`src/rtl/usb_pkg.sv`:
```
// usb_pkg -- shared definitions for the USB RXD nibble framer.
//   USB_SYNC_BYTE : default frame sync byte
//   frm_state_e   : framer FSM states, 8-bit encoding with IDLE = 8'h00
//   sel_nibble()  : pick the high or low nibble of a byte
package usb_pkg;

  localparam logic [7:0] USB_SYNC_BYTE = 8'hA5;

  typedef enum logic [7:0] {
    IDLE = 8'h00,
    SYNC = 8'h01,
    LEN  = 8'h02,
    DATA = 8'h03,
    CSUM = 8'h04,
    DONE = 8'h05
  } frm_state_e;

  // lo = 0 selects the high nibble, which always goes out first
  function automatic logic [3:0] sel_nibble(input logic [7:0] b, input logic lo);
    return lo ? b[3:0] : b[7:4];
  endfunction

endpackage

```
`src/rtl/usb_rxd_framer_if.sv`:
```
// usb_rxd_framer_if -- frame request, payload stream and nibble lane of the framer.
//   start/pkt_len        : frame request and payload length
//   s_data/s_valid/s_ready : payload byte handshake
//   pin_rxd/fire_read    : nibble lane and its qualifier
//   busy/done/len_err    : status
// modport slave is the framer side, modport master the requester side.
interface usb_rxd_framer_if;
  logic       start;
  logic [7:0] pkt_len;
  logic [7:0] s_data;
  logic       s_valid;
  logic       s_ready;
  logic [3:0] pin_rxd;
  logic       fire_read;
  logic       busy;
  logic       done;
  logic       len_err;

  modport slave (
    input  start, pkt_len, s_data, s_valid,
    output s_ready, pin_rxd, fire_read, busy, done, len_err
  );

  modport master (
    output start, pkt_len, s_data, s_valid,
    input  s_ready, pin_rxd, fire_read, busy, done, len_err
  );
endinterface

```
`src/rtl/usb_nibble_ser.sv`:
```
// usb_nibble_ser -- one-byte holding register that emits its byte as two nibbles.
//   clr       : empty the register (synchronous)
//   load      : capture load_byte, next nibble out is its high nibble
//   adv       : the current nibble is consumed this cycle
//   full      : register holds a byte
//   nibble    : nibble currently presented
//   last      : the low nibble is presented (byte finishes if adv)
// A load in the same cycle as the last nibble is consumed wins, so bytes can
// stream back to back with no empty cycle in between.
module usb_nibble_ser
  import usb_pkg::*;
(
  input  logic       clk,
  input  logic       rst_n,
  input  logic       clr,
  input  logic       load,
  input  logic [7:0] load_byte,
  input  logic       adv,
  output logic       full,
  output logic [3:0] nibble,
  output logic       last
);

  logic [7:0] byte_q, byte_d;
  logic       full_q, full_d;
  logic       lo_q, lo_d;

  // holding register state register
  always_ff @(posedge clk or negedge rst_n) begin
    if (!rst_n) begin
      byte_q <= 8'h00;
      full_q <= 1'b0;
      lo_q   <= 1'b0;
    end else begin
      byte_q <= byte_d;
      full_q <= full_d;
      lo_q   <= lo_d;
    end
  end

  // load / advance sequencing of the held byte
  always_comb begin
    byte_d = byte_q;
    full_d = full_q;
    lo_d   = lo_q;
    if (clr) begin
      byte_d = 8'h00;
      full_d = 1'b0;
      lo_d   = 1'b0;
    end else if (load) begin
      byte_d = load_byte;
      full_d = 1'b1;
      lo_d   = 1'b0;
    end else if (adv && full_q) begin
      if (lo_q) begin
        full_d = 1'b0;
        lo_d   = 1'b0;
      end else begin
        lo_d = 1'b1;
      end
    end else begin
      lo_d = lo_q;
    end
  end

  assign full   = full_q;
  assign nibble = sel_nibble(byte_q, lo_q);
  assign last   = full_q && lo_q;

endmodule

```
`src/rtl/usb_rxd_framer.sv`:
```
// usb_rxd_framer -- serialises SYNC_BYTE, pkt_len, payload and an XOR checksum
// onto a 4-bit lane, high nibble first, one nibble per cycle.
//   clk, rst_n : clock, asynchronous active-low reset
//   bus        : usb_rxd_framer_if.slave (request, payload handshake, lane, status)
// Every frame byte passes through the single holding register in
// usb_nibble_ser; the FSM decides which byte is loaded next. The lane and all
// status outputs are decoded purely from flops.
module usb_rxd_framer
  import usb_pkg::*;
#(
  parameter logic [7:0] SYNC_BYTE = USB_SYNC_BYTE,
  parameter int         MAX_LEN   = 255
)
(
  input  logic             clk,
  input  logic             rst_n,
  usb_rxd_framer_if.slave  bus
);

  localparam logic [8:0] MAX_LEN_C = 9'(MAX_LEN);

  frm_state_e state_q, state_d;
  logic [7:0] len_q, len_d;
  logic [7:0] cnt_q, cnt_d;     // payload bytes accepted so far
  logic [7:0] csum_q, csum_d;
  logic       len_err_q, len_err_d;

  logic       ser_clr, ser_load, ser_full, ser_last;
  logic [7:0] ser_byte;
  logic [3:0] ser_nibble;
  logic       emit_state_s, fire_s, ready_s, accept_s;

  usb_nibble_ser u_ser (
    .clk       (clk),
    .rst_n     (rst_n),
    .clr       (ser_clr),
    .load      (ser_load),
    .load_byte (ser_byte),
    .adv       (fire_s),
    .full      (ser_full),
    .nibble    (ser_nibble),
    .last      (ser_last)
  );

  // states in which the holding register drives the lane
  always_comb begin
    emit_state_s = 1'b0;
    case (state_q)
      SYNC, LEN, DATA, CSUM: emit_state_s = 1'b1;
      default:               emit_state_s = 1'b0;
    endcase
  end

  // An empty register in DATA is a stall: no nibble, lane held at zero.
  assign fire_s   = emit_state_s && ser_full;
  // Ready while payload is still owed and the register frees up this cycle.
  assign ready_s  = ((state_q == LEN) || (state_q == DATA)) && (cnt_q < len_q) &&
                    (!ser_full || ser_last);
  assign accept_s = bus.s_valid && ready_s;

  // FSM, length, counter, checksum and length-error registers
  always_ff @(posedge clk or negedge rst_n) begin
    if (!rst_n) begin
      state_q   <= IDLE;
      len_q     <= 8'h00;
      cnt_q     <= 8'h00;
      csum_q    <= 8'h00;
      len_err_q <= 1'b0;
    end else begin
      state_q   <= state_d;
      len_q     <= len_d;
      cnt_q     <= cnt_d;
      csum_q    <= csum_d;
      len_err_q <= len_err_d;
    end
  end

  // next-state, byte selection and checksum accumulation
  always_comb begin
    state_d   = state_q;
    len_d     = len_q;
    cnt_d     = cnt_q;
    csum_d    = csum_q;
    len_err_d = 1'b0;
    ser_clr   = 1'b0;
    ser_load  = 1'b0;
    ser_byte  = 8'h00;
    case (state_q)
      IDLE: begin
        if (bus.start) begin
          if ({1'b0, bus.pkt_len} > MAX_LEN_C) begin
            len_err_d = 1'b1;
          end else begin
            state_d  = SYNC;
            len_d    = bus.pkt_len;
            cnt_d    = 8'h00;
            csum_d   = bus.pkt_len;   // cleared, then XORed with pkt_len
            ser_load = 1'b1;
            ser_byte = SYNC_BYTE;
          end
        end else begin
          state_d = IDLE;
        end
      end
      SYNC: begin
        if (ser_last) begin
          state_d  = LEN;
          ser_load = 1'b1;
          ser_byte = len_q;
        end else begin
          state_d = SYNC;
        end
      end
      LEN: begin
        if (ser_last) begin
          if (len_q == 8'h00) begin
            state_d  = CSUM;
            ser_load = 1'b1;
            ser_byte = csum_q;
          end else begin
            state_d = DATA;
            if (accept_s) begin
              ser_load = 1'b1;
              ser_byte = bus.s_data;
              cnt_d    = cnt_q + 8'd1;
              csum_d   = csum_q ^ bus.s_data;
            end else begin
              ser_load = 1'b0;
            end
          end
        end else begin
          state_d = LEN;
        end
      end
      DATA: begin
        // all payload accepted and its last nibble leaving: csum already complete
        if (ser_last && (cnt_q == len_q)) begin
          state_d  = CSUM;
          ser_load = 1'b1;
          ser_byte = csum_q;
        end else if (accept_s) begin
          ser_load = 1'b1;
          ser_byte = bus.s_data;
          cnt_d    = cnt_q + 8'd1;
          csum_d   = csum_q ^ bus.s_data;
        end else begin
          state_d = DATA;
        end
      end
      CSUM: begin
        if (ser_last) begin
          state_d = DONE;
        end else begin
          state_d = CSUM;
        end
      end
      DONE: begin
        state_d = IDLE;
        ser_clr = 1'b1;
      end
      default: begin
        state_d = IDLE;
        ser_clr = 1'b1;
      end
    endcase
  end

  assign bus.pin_rxd   = fire_s ? ser_nibble : 4'h0;
  assign bus.fire_read = fire_s;
  assign bus.s_ready   = ready_s;
  assign bus.busy      = (state_q != IDLE);
  assign bus.done      = (state_q == DONE);
  assign bus.len_err   = len_err_q;

endmodule

```
`src/flat_wrapper.sv`:
```
// flat-port wrapper written by rule: the top's interface ports become plain ports
module usb_rxd_framer_flat import usb_pkg::*;
#(
  parameter logic [7:0] SYNC_BYTE = USB_SYNC_BYTE,
  parameter int         MAX_LEN   = 255
)
  (clk, rst_n, bus_start, bus_pkt_len, bus_s_data, bus_s_valid, bus_s_ready, bus_pin_rxd, bus_fire_read, bus_busy, bus_done, bus_len_err);
  usb_rxd_framer_if bus_i ();
  input  logic clk;
  input  logic rst_n;
  input wire logic [$bits(bus_i.start)-1:0] bus_start;
  input wire logic [$bits(bus_i.pkt_len)-1:0] bus_pkt_len;
  input wire logic [$bits(bus_i.s_data)-1:0] bus_s_data;
  input wire logic [$bits(bus_i.s_valid)-1:0] bus_s_valid;
  output wire logic [$bits(bus_i.s_ready)-1:0] bus_s_ready;
  output wire logic [$bits(bus_i.pin_rxd)-1:0] bus_pin_rxd;
  output wire logic [$bits(bus_i.fire_read)-1:0] bus_fire_read;
  output wire logic [$bits(bus_i.busy)-1:0] bus_busy;
  output wire logic [$bits(bus_i.done)-1:0] bus_done;
  output wire logic [$bits(bus_i.len_err)-1:0] bus_len_err;
  assign bus_i.start = bus_start;
  assign bus_i.pkt_len = bus_pkt_len;
  assign bus_i.s_data = bus_s_data;
  assign bus_i.s_valid = bus_s_valid;
  assign bus_s_ready = bus_i.s_ready;
  assign bus_pin_rxd = bus_i.pin_rxd;
  assign bus_fire_read = bus_i.fire_read;
  assign bus_busy = bus_i.busy;
  assign bus_done = bus_i.done;
  assign bus_len_err = bus_i.len_err;
  usb_rxd_framer #(.SYNC_BYTE(SYNC_BYTE), .MAX_LEN(MAX_LEN)) u_core (.clk(clk), .rst_n(rst_n), .bus(bus_i));
endmodule
```
`config.mk`:
```
export PLATFORM = sky130hd
export DESIGN_NAME = usb_rxd_framer_flat
export DESIGN_NICKNAME = d
export VERILOG_FILES = /design/src/rtl/usb_pkg.sv /design/src/rtl/usb_rxd_framer_if.sv /design/src/rtl/usb_nibble_ser.sv /design/src/rtl/usb_rxd_framer.sv /design/src/flat_wrapper.sv
export SDC_FILE = /design/constraint.sdc
export NUM_CORES = 1
export LEC_CHECK = 0
export ABC_AREA = 1
export BUFFER_PORTS_ARGS = -buffer_cell sky130_fd_sc_hd__buf_4
export CORE_ASPECT_RATIO = 1.4
export CORE_MARGIN = 5
export CORE_UTILIZATION = 50
export CTS_CLUSTER_SIZE = 14
export DETAILED_ROUTE_END_ITERATION = 6
export PLACE_DENSITY_LB_ADDON = 0.08
export SLEW_MARGIN = 15
export SYNTH_ARGS = -nofsm -noshare
export SYNTH_HDL_FRONTEND = slang
export SYNTH_SLANG_ARGS = --single-unit
```
`constraint.sdc`:
```
create_clock -name clk -period 2.5 [get_ports clk]
set_input_delay 0.5 -clock clk [delete_from_list [all_inputs] [get_ports clk]]
set_output_delay 0.5 -clock clk [all_outputs]
set_load 0.005 [all_outputs]
```
==> results of run 1 <==
## sequential cells by signal (all words and copies together) (netlist names)
register             count
u_core.cnt_q             8
u_core.csum_q            8
u_core.len_q             8
u_core.u_ser.byte_q      8
u_core.state_q           3
u_core.u_ser.full        1
u_core.u_ser.lo_q        1
## per-stage QoR
stage | utilization [%] | worst slack (ns) | total power (µW) | area (µm²)
CTS | 57.6 | 0.112 | 2380 | 2950
global placement | 55.6 | 0.449 | 1850 | 2850
finish | 57.7 | 0.184 | 2360 | 2950
detailed placement | 55.6 | 0.451 | 1870 | 2850
floorplan | - | 0.772 | 1600 | 2590
global route | 57.7 | 0.0728 | 2570 | 2950
## power breakdown
group	switching [µW]	internal (µW)
logic	485	398
clock network	218	290
registers	193	777
## layout make-up
cell class / count / area [µm²] / share of cell area, %
tap: 66 / 82.6 / 2.80
clock buffer: 5 / 68.8 / 2.33
clock inverter: 2 / 35.0 / 1.19
timing repair buffer: 31 / 233 / 7.88
sequential: 37 / 926 / 31.3
multi-input combinational: 274 / 1470 / 49.8
inverter: 37 / 139 / 4.70
## timing repair
item / 4_1_cts / 5_1_grt
hold buffers: 0 / 0
resized for setup: 0 / 1
endpoints found under the setup margin: 0 / 1
## worst min path at each step
stage          startpoint                endpoint
2_1_floorplan       rst_n         u_core.cnt_q[0]
3_3_place_gp        rst_n       u_core.state_q[0]
3_5_place_dp        rst_n       u_core.state_q[0]
4_1_cts             rst_n        u_core.csum_q[6]
5_1_grt             rst_n  u_core.u_ser.byte_q[5]
6_report            rst_n       u_core.state_q[2]
## worst max-delay path: cells and delay by family (launching register included)
kind | cells | cell delay, ns
DFF | 1 | 0.43
adders and majority gates | 1 | 0.29
and+or+nand+nor | 4 | 0.57
buffers and inverters | 3 | 0.23
## cells by family (layout without fill, tap and decap cells)
group,Yosys count,in the layout,share of synthesized area (%)
adder cells (fa/ha/maj),9,9,4.35
other,1,1,0.145
XOR/XNOR,14,14,4.73
flip-flops,37,37,35.7
buffers and inverters,46,75,7.63
AND/OR/NAND/NOR,217,217,40.8
AO/OA/AOI/OAI,33,33,6.66
## layout by cell type, fill, tap and decap left out
cell type,count
nor3_1,2
dfrtp_1,37
buf_4,31
conb_1,1
o21bai_1,1
nand4_1,27
nand3_1,15
inv_1,32
xor2_1,4
o21a_1,1
bufinv_16,1
nand2_4,2
nand2_1,114
a21oi_1,13
ha_1,9
nand3_4,1
nor2_1,31
clkbuf_8,5
o21ai_0,15
clkinv_2,1
nor2_2,6
inv_2,4
a31oi_1,2
nand3_2,11
nand2_2,3
nand3b_1,1
xnor2_1,10
nand4_2,1
o21ai_1,1
nor2_4,3
clkinv_1,1
## layer usage
metal  vias to the layer above  routed length [µm]
met5                         -                   0
met4                         0                  80
met3                         7                 295
met2                        58                3230
met1                      1123                2910
li1                       1225                   -
==> results.md, run 1 <==
* Grt ovf at 0
* Worst setup path startpoint: u_core.len_q[7]
* CP peak stage delay at approximately 0.43 ns
* # Post-CTS Setup Buffers at 0
* Final Hold Viols at 0
* H-tree levels at 2
* Most common cell in the synthesized netlist: nand2_1
* Layout cell share with drive strength beyond 1 at between 10% and 20%
* Final slew viol count at 0
* Setup crit end kind: output port
* Synth area leaders: dfrtp_1 (36%), nand2_1 (17%), nand4_1 (6.5%)
* Nets at 415
* Cell taking the most area after synthesis: dfrtp_1
* Clock skew at 0.00584 ns
* Average size of a mapped cell at around 7.3 µm²
* Pleak at ~0.0016 µW
* Area growth syn-to-layout at 14.0%
* Post-synthesis register bit count at 37
* Initial antenna violation count at 0
* Final worst-path cycle share at between 90% and 100%
* CTS tree: done
* Seq/Total Area, Yosys at a little over a third
* Setup TNS at 0 ns
* Clock sink count at 37
* Commonest cells post-synth: nand2_1 (114), dfrtp_1 (37), inv_1 (32), nor2_1 (32), nand4_1 (27)
* Number of synthesized flops with an enable pin at 0
* R2r setup slk at 0.44 ns
* Max-Cap Viols at 0
* Slew HR at between 60% and 70%
* Clock latency on the worst-skew pair at between 0.2 and 0.3 ns
* Inserted Clock Buffers at 5
* Drt pass-1 iters at 5
* Root Buffer: clkbuf_8
* Synth Flop Type: dfrtp_1
* Crit Path Class: flop to output port
* # IOs at 29
* Crit start category: flop
* Core area at just over 5000 µm²
* Met1 Track Usage GR at 27.0%
* # setup viols final at 0
* Worst path cell trace: inv_1, ha_1, nand2_1, nor2_2, nand2_1, nand2_1, inv_1, buf_4
* Vias in the first global route at 2320
* Status: completed
* Bufs on Longest Clock Path at 2
* Worst Setup EP: bus_s_ready
* Global placement routability congestion at 0.878
* Die Y at around 95 µm
* Critical register-to-register path endpoint: u_core.cnt_q[5]
* Final cell count without fillers at roughly 450
* Worst r2r src: u_core.len_q[7]
* Die outline area at roughly 6700 µm²
* Cell Area, Synth at roughly 2600 µm²
* M2 GR Usage at between 30 and 40%
* Inst Count DP at 445
* Die width at 70.8 µm
* Async SR Flop Fraction at 100%
* Post-Syn Nets at 386
* Gr usage total at 20.8%
* VDD IR max at between 0.3 and 0.4 mV
* CP Max Fanout at 4
* DR vias/cell at between 5 and 6
* Busiest layer in global routing: met2
* DR iter-0 viols at between 100 and 150
* First-pass GRT wire length at ~11000 µm
* Via count at 2413
* Wire per inst at about 14 µm
* Max Freq at 432 MHz
* WL final at 6520 µm
* Dpl hpwl at approximately 4900 µm
* Row Count at 31
* Yosys top cell area share at a little over a third
* Synth unique cells at 30
* Mapped Cells at around 360
* PD cells at around 800 nW/µm²
* Worst Path Arrival at between 1.5 and 2 ns
* RSZ-0062 raised after global routing: no
* N_diodes at 0
* Initial Utilization at between 50% and 60%
* DRC Markers at 0
* CP dominant cell by count: nand2_1
* Slowest library cell on the worst path: dfrtp_1
* I/O Buffers at 27
* Met3 Usage GRT at around 3.2%
* Worst reg2reg path depth at 12
* Largest net degree at the start of global routing at 38
* Hold Path Class: primary input to async pin
* Synth Warn # at 0
* Post-route ant nets at 0
* Hold slack at between 0.15 and 0.2 ns
* Tmin final at between 2 and 2.5 ns
* Worst EP required at approximately 2.0 ns
* Worst-path clk slew at roughly 0.08 ns
* Layout fillers at 533
* Measured slew at the worst slew-check pin at between 0.4 and 0.5 ns
(Power assumes the default switching activity.)
==> run 2: changes to the inputs <==
Settings changed: BUFFER_PORTS_ARGS -buffer_cell sky130_fd_sc_hd__buf_4 to not set, DONT_BUFFER_PORTS set to 1.
==> run 2 against run 1 <==
Effect of this change:
- clock power is essentially flat
- cell count is 5.5% lower
- non-clock buffer count down 25
- register-to-register slack hardly changed
- critical endpoint unchanged
==> results.md, run 2 (synthesis results as in run 1) <==
* Status: completed
* VDD IR max at roughly 0.44 mV
* Gr usage total at between 20% and 30%
* CP Max Fanout at 4
* H-tree levels at 2
* Worst path cell trace: ha_1, nand2_1, nor2_1, nand2_1, nand2_1, inv_1
* Worst setup path startpoint: u_core.cnt_q[7]
* # setup viols final at 0
* Hold Path Class: primary input to async pin
* Final slew viol count at 0
* Most frequent cells in the layout: nand2_1 (114), dfrtp_1 (37), inv_1 (32), nor2_1 (32), nand4_1 (27)
* Gate power share at roughly a third
* Worst-path clk slew at 0.08 ns
* RSZ-0062 raised after global routing: no
* Die Y at ~95 µm
* Die width at ~71 µm
* Vias in the first global route at roughly 2400
* Nets at 390
* First-pass GRT wire length at between 10000 and 15000 µm
* CTS Hold Bufs at 1
* Dpl hpwl at 5190 µm
* Final Hold Viols at 0
* Critical register-to-register path endpoint: u_core.cnt_q[0]
* Clock latency on the worst-skew pair at ~0.29 ns
* Inserted Clock Buffers at 5
* CTS resizes at 0
* R2r setup slk at 0.44 ns
* Worst r2r src: u_core.cnt_q[3]
* Setup TNS at 0 ns
* Most common cell after layout, fill and taps aside: nand2_1
* # Post-CTS Setup Buffers at 0
* I/O Buffers at 0
* PD cells at slightly above 800 nW/µm²
* Clock skew at slightly below 0.005 ns
* Clock sink count at 37
* Pleak at between 0.001 and 0.0015 µW
* Max-Cap Viols at 0
* Final worst slack at between 0.2 and 0.3 ns
* DR iter-0 viols at 86
* Post-route ant nets at 0
* Setup crit end kind: output port
* Final worst-path cycle share at about nine tenths
* Initial Utilization at between 50% and 60%
* Max Freq at roughly 450 MHz
* CP peak stage delay at about 0.45 ns
* Pre-CTS WS at around 0.46 ns
* Layout cell share with drive strength beyond 1 at a little under an eighth
* Worst reg2reg path depth at 11
* Worst Path Arrival at approximately 1.7 ns
* Worst EP required at around 2.0 ns
* DR vias/cell at 5.48
* Via count at about 2300
* Core area at 5120 µm²
* Die outline area at between 6000 and 7000 µm²
* Final core utilization at between 50 and 60%
* Layout fillers at roughly 520
* Clock power share at a little under a quarter
* CTS tree: done
* Grt ovf at 0
* CP dominant cell by count: nand2_1
* Slowest library cell on the worst path: dfrtp_1
* Initial antenna violation count at 0
* NetSw at between 800 and 900 µW
* WL final at roughly 7000 µm
* Switch share at about 39%
* Area growth syn-to-layout at 7.15%
* DRC Markers at 0
* Wire per inst at ~16 µm
* Root Buffer: clkbuf_8
* Bufs on Longest Clock Path at 2
* N_diodes at 0
* Drt pass-1 iters at 5
* Global placement routability congestion at about 0.91
* Crit start category: flop
* Tmin final at ~2.2 ns
* # IOs at 29
* Largest net degree at the start of global routing at 38
* Flop pwr share at a little over two fifths
* Row Count at 31
* Crit Path Class: flop to output port
* Int Pwr at 1390 µW
-- run 2: cell count changes in the layout (fill, tap and decap cells not counted) --
cell / change
buf_12: +1
nor2_2: -1
buf_4: -26
nor2_1: +1
-- run 2: metal layers --
metal / vias up / track usage [%] / wire length [µm]
li1: 1174 / - / -
met1: 1095 / 27.3 / 2880
met2: 58 / 38.6 / 3510
met3: 13 / 3.90 / 371
met4: 0 / 8.15 / 173
met5: - / 0 / 0
-- run 2: layout make-up --
| type | instances | area [µm²] | share of cell area, % |
|---|---|---|---|
| Clock buffer | 5 | 68.8 | 2.48 |
| Clock inverter | 2 | 35.0 | 1.26 |
| Inverter | 37 | 139 | 5.00 |
| Multi-Input combinational cell | 274 | 1470 | 52.9 |
| Sequential cell | 37 | 926 | 33.3 |
| Tap cell | 66 | 82.6 | 2.97 |
| Timing Repair Buffer | 6 | 57.6 | 2.07 |
-- run 2: critical path, delay by kind of cell (launching register included) --
| kind | cells | cell delay (ns) |
|---|---|---|
| adder cells (fa/ha/maj) | 1 | 0.33 |
| buffers and inverters | 1 | 0.05 |
| flip-flops | 1 | 0.45 |
| AND/OR/NAND/NOR | 4 | 0.58 |
-- run 2: metrics by stage --
step	cells	area [µm²]	hold slack [ns]	total power, µW
floorplan	357	2590	0.204	1600
global placement	419	2650	0.206	1730
detailed placement	419	2650	0.206	1750
CTS	427	2780	0.0516	2280
global route	427	2780	0.0495	2460
finish	427	2780	0.0468	2260
-- run 2: power by group through the flow --
stage / Combinational [µW] / Sequential, µW / Clock (µW)
2_1_floorplan: 682 / 915 / 0
3_3_place_gp: 755 / 977 / 0
3_5_place_dp: 767 / 983 / 0
4_1_cts: 788 / 970 / 520
5_1_grt: 916 / 1000 / 547
6_report: 780 / 972 / 511
-- run 2: how the worst max path moves through the flow --
stage	to	slack (ns)	cells after the start
after global routing	bus_s_ready	0.18	6
after detailed placement	u_core.cnt_q[0]	0.46	11
final	bus_s_ready	0.30	6
after floorplan	u_core.u_ser.byte_q[5]	0.77	9
after CTS	bus_s_ready	0.30	6
after global placement	u_core.cnt_q[0]	0.50	11
==> run 3: changes to the inputs <==
Settings changed: CORE_ASPECT_RATIO 1.4 to 2, RECOVER_POWER set to 50.
==> run 3 against run 2 <==
Effect of this change:
- the flow now finishes with violations (max-capacitance violations, max-slew violations)
- hold slack gained 0.28 ns
- worst setup slack worse by 0.012 ns
- combinational power about the same
- highest routed layer unchanged
- largest power group unchanged
- critical path type unchanged
- sequential power hardly changed
- utilization is 0.69 points lower
- flip-flop and latch count stayed put
==> results.md, run 3 (synthesis results as in run 1) <==
* Status: finished, violations left
* Failing checks: max-capacitance violations, max-slew violations
* Die width at just over 60 µm
* Die outline area at ~6800 µm²
* Die Y at approximately 110 µm
* Grt ovf at 0
* Final core utilization at a little over half
* Worst Path Arrival at between 1.5 and 2 ns
* N_diodes at 0
* H-tree levels at 2
* CTS resizes at 0
* Slowest library cell on the worst path: dfrtp_1
* Inserted Clock Buffers at 5
* DR iter-0 viols at around 80
* Setup TNS at 0 ns
* Hold Path Class: primary input to flop
* Clock latency on the worst-skew pair at approximately 0.28 ns
* Final Hold Viols at 0
* PD cells at 781 nW/µm²
* Most frequent cells in the layout: nand2_1 (114), dfrtp_1 (37), inv_1 (33), nor2_1 (33), nand4_1 (27)
* Max Freq at approximately 450 MHz
* Initial Utilization at around half
* M2 GR Usage at 38.9%
* Worst EP required at roughly 2.0 ns
* Post-route ant nets at 0
* Worst-path clk slew at ~0.070 ns
* Crit Path Class: flop to output port
* CP delay by family, top: simple AND/OR/NAND/NOR gates
* DRC Markers at 0
* # setup viols final at 0
* Tmin final at approximately 2.2 ns
* Initial antenna violation count at 0
* CP peak stage delay at 0.44 ns
* Vias in the first global route at about 2400
* Global placement routability congestion at 0.856
* Met1 Track Usage GR at ~25%
* CP dominant cell by count: nand2_1
* Area growth syn-to-layout at 5.21%
* Worst path cell trace: ha_1, nand2_1, nor2_1, nand2_1, nand2_1, inv_1
* Via count at around 2300
* WL final at between 6000 and 7000 µm
* Measured slew at the worst slew-check pin at roughly 1.7 ns
* # IOs at 29
* Nets at between 300 and 400
* Max-Cap Viols at 1
* Row Count at 37
* Dpl hpwl at around 5300 µm
* Most common cell after layout, fill and taps aside: nand2_1
* Root Buffer: clkbuf_8
* Pleak at between 0.001 and 0.0015 µW
* Drt pass-1 iters at 4
* First-pass GRT wire length at 11600 µm
* DR vias/cell at between 5 and 6
* Wire per inst at ~16 µm
* Gr usage total at between 20 and 25%
* Final slew viol count at 38
* VDD IR max at a little under 0.6 mV
* Clock sink count at 37
* Final worst-path cycle share at between 80% and 90%
* Post-layout power at 2130 µW
* CTS tree: done
* Slew HR at -13.5%
* Crit start category: flop
* CP Max Fanout at 4
* RSZ-0062 raised after global routing: no
* Core area at approximately 5100 µm²
* Clock skew at ~0.0075 ns
* Busiest layer in global routing: met2
* Setup crit end kind: output port
* Met3 Usage GRT at under 10%
* Largest net degree at the start of global routing at 38
* Bufs on Longest Clock Path at 2
* Worst Path Buf+Inv at 1
* I/O Buffers at 0
* Layout cell share with drive strength beyond 1 at 10.8%
==> run 3: worst reg2reg max path: cells and delay by family (launching register included) <==
family | cells | cell delay (ns)
flops | 1 | 0.41
compound gates | 1 | 0.17
simple gates | 6 | 0.73
buf+inv | 2 | 0.37
fa+ha+maj | 1 | 0.29
==> run 3: power breakdown <==
part | switching, µW | internal (µW)
registers | 191 | 778
clock network | 199 | 183
logic | 460 | 318
total | 850 | 1280
==> run 3: final timing paths <==
check	start	endpoint	slack, ns	depth (start not counted)
worst max-delay path	u_core.cnt_q[7]	bus_s_ready	0.28	6
worst min-delay path	bus_pkt_len[0]	u_core.len_q[0]	0.33	2
worst max register to register	u_core.len_q[3]	u_core.cnt_q[0]	0.43	10
worst min register to register	u_core.u_ser.byte_q[2]	u_core.u_ser.byte_q[2]	0.53	2
max in group asynchronous	rst_n	u_core.csum_q[6]	0.76	1
min in group asynchronous	rst_n	u_core.u_ser.full	0.76	1
==> run 3: final cells by class <==
cell class                      instances  area, µm²
Tap cell                               58       72.6
Clock inverter                          1       5.00
Inverter                               37        139
Sequential cell                        37        926
Fill cell                             533       2370
Multi-Input combinational cell        274       1470
Clock buffer                            5       68.8
Timing Repair Buffer                    6       50.0
==> run 3: per-layer routing <==
layer,vias up,share of wire (%)
met1,1069,38
met5,-,0
met2,43,54
met3,17,4.2
met4,0,4.5
li1,1166,-
==> run 3: timing repair <==
action,CTS,global route
hold endpoints to repair,37,0
hold buffers,1,0
buffers inserted,0,0
==> run 3: through the flow <==
| stage | std cells | worst slack (ns) | hold WS (ns) | cell area [µm²] |
|---|---|---|---|---|
| 6_report | 418 | 0.284 | 0.326 | 2730 |
| 5_1_grt | 418 | 0.154 | 0.334 | 2730 |
| 4_1_cts | 418 | 0.284 | 0.0519 | 2740 |
| 3_5_place_dp | 411 | 0.465 | 0.206 | 2640 |
| 3_3_place_gp | 411 | 0.497 | 0.206 | 2640 |
| 2_1_floorplan | 357 | 0.772 | 0.204 | 2590 |
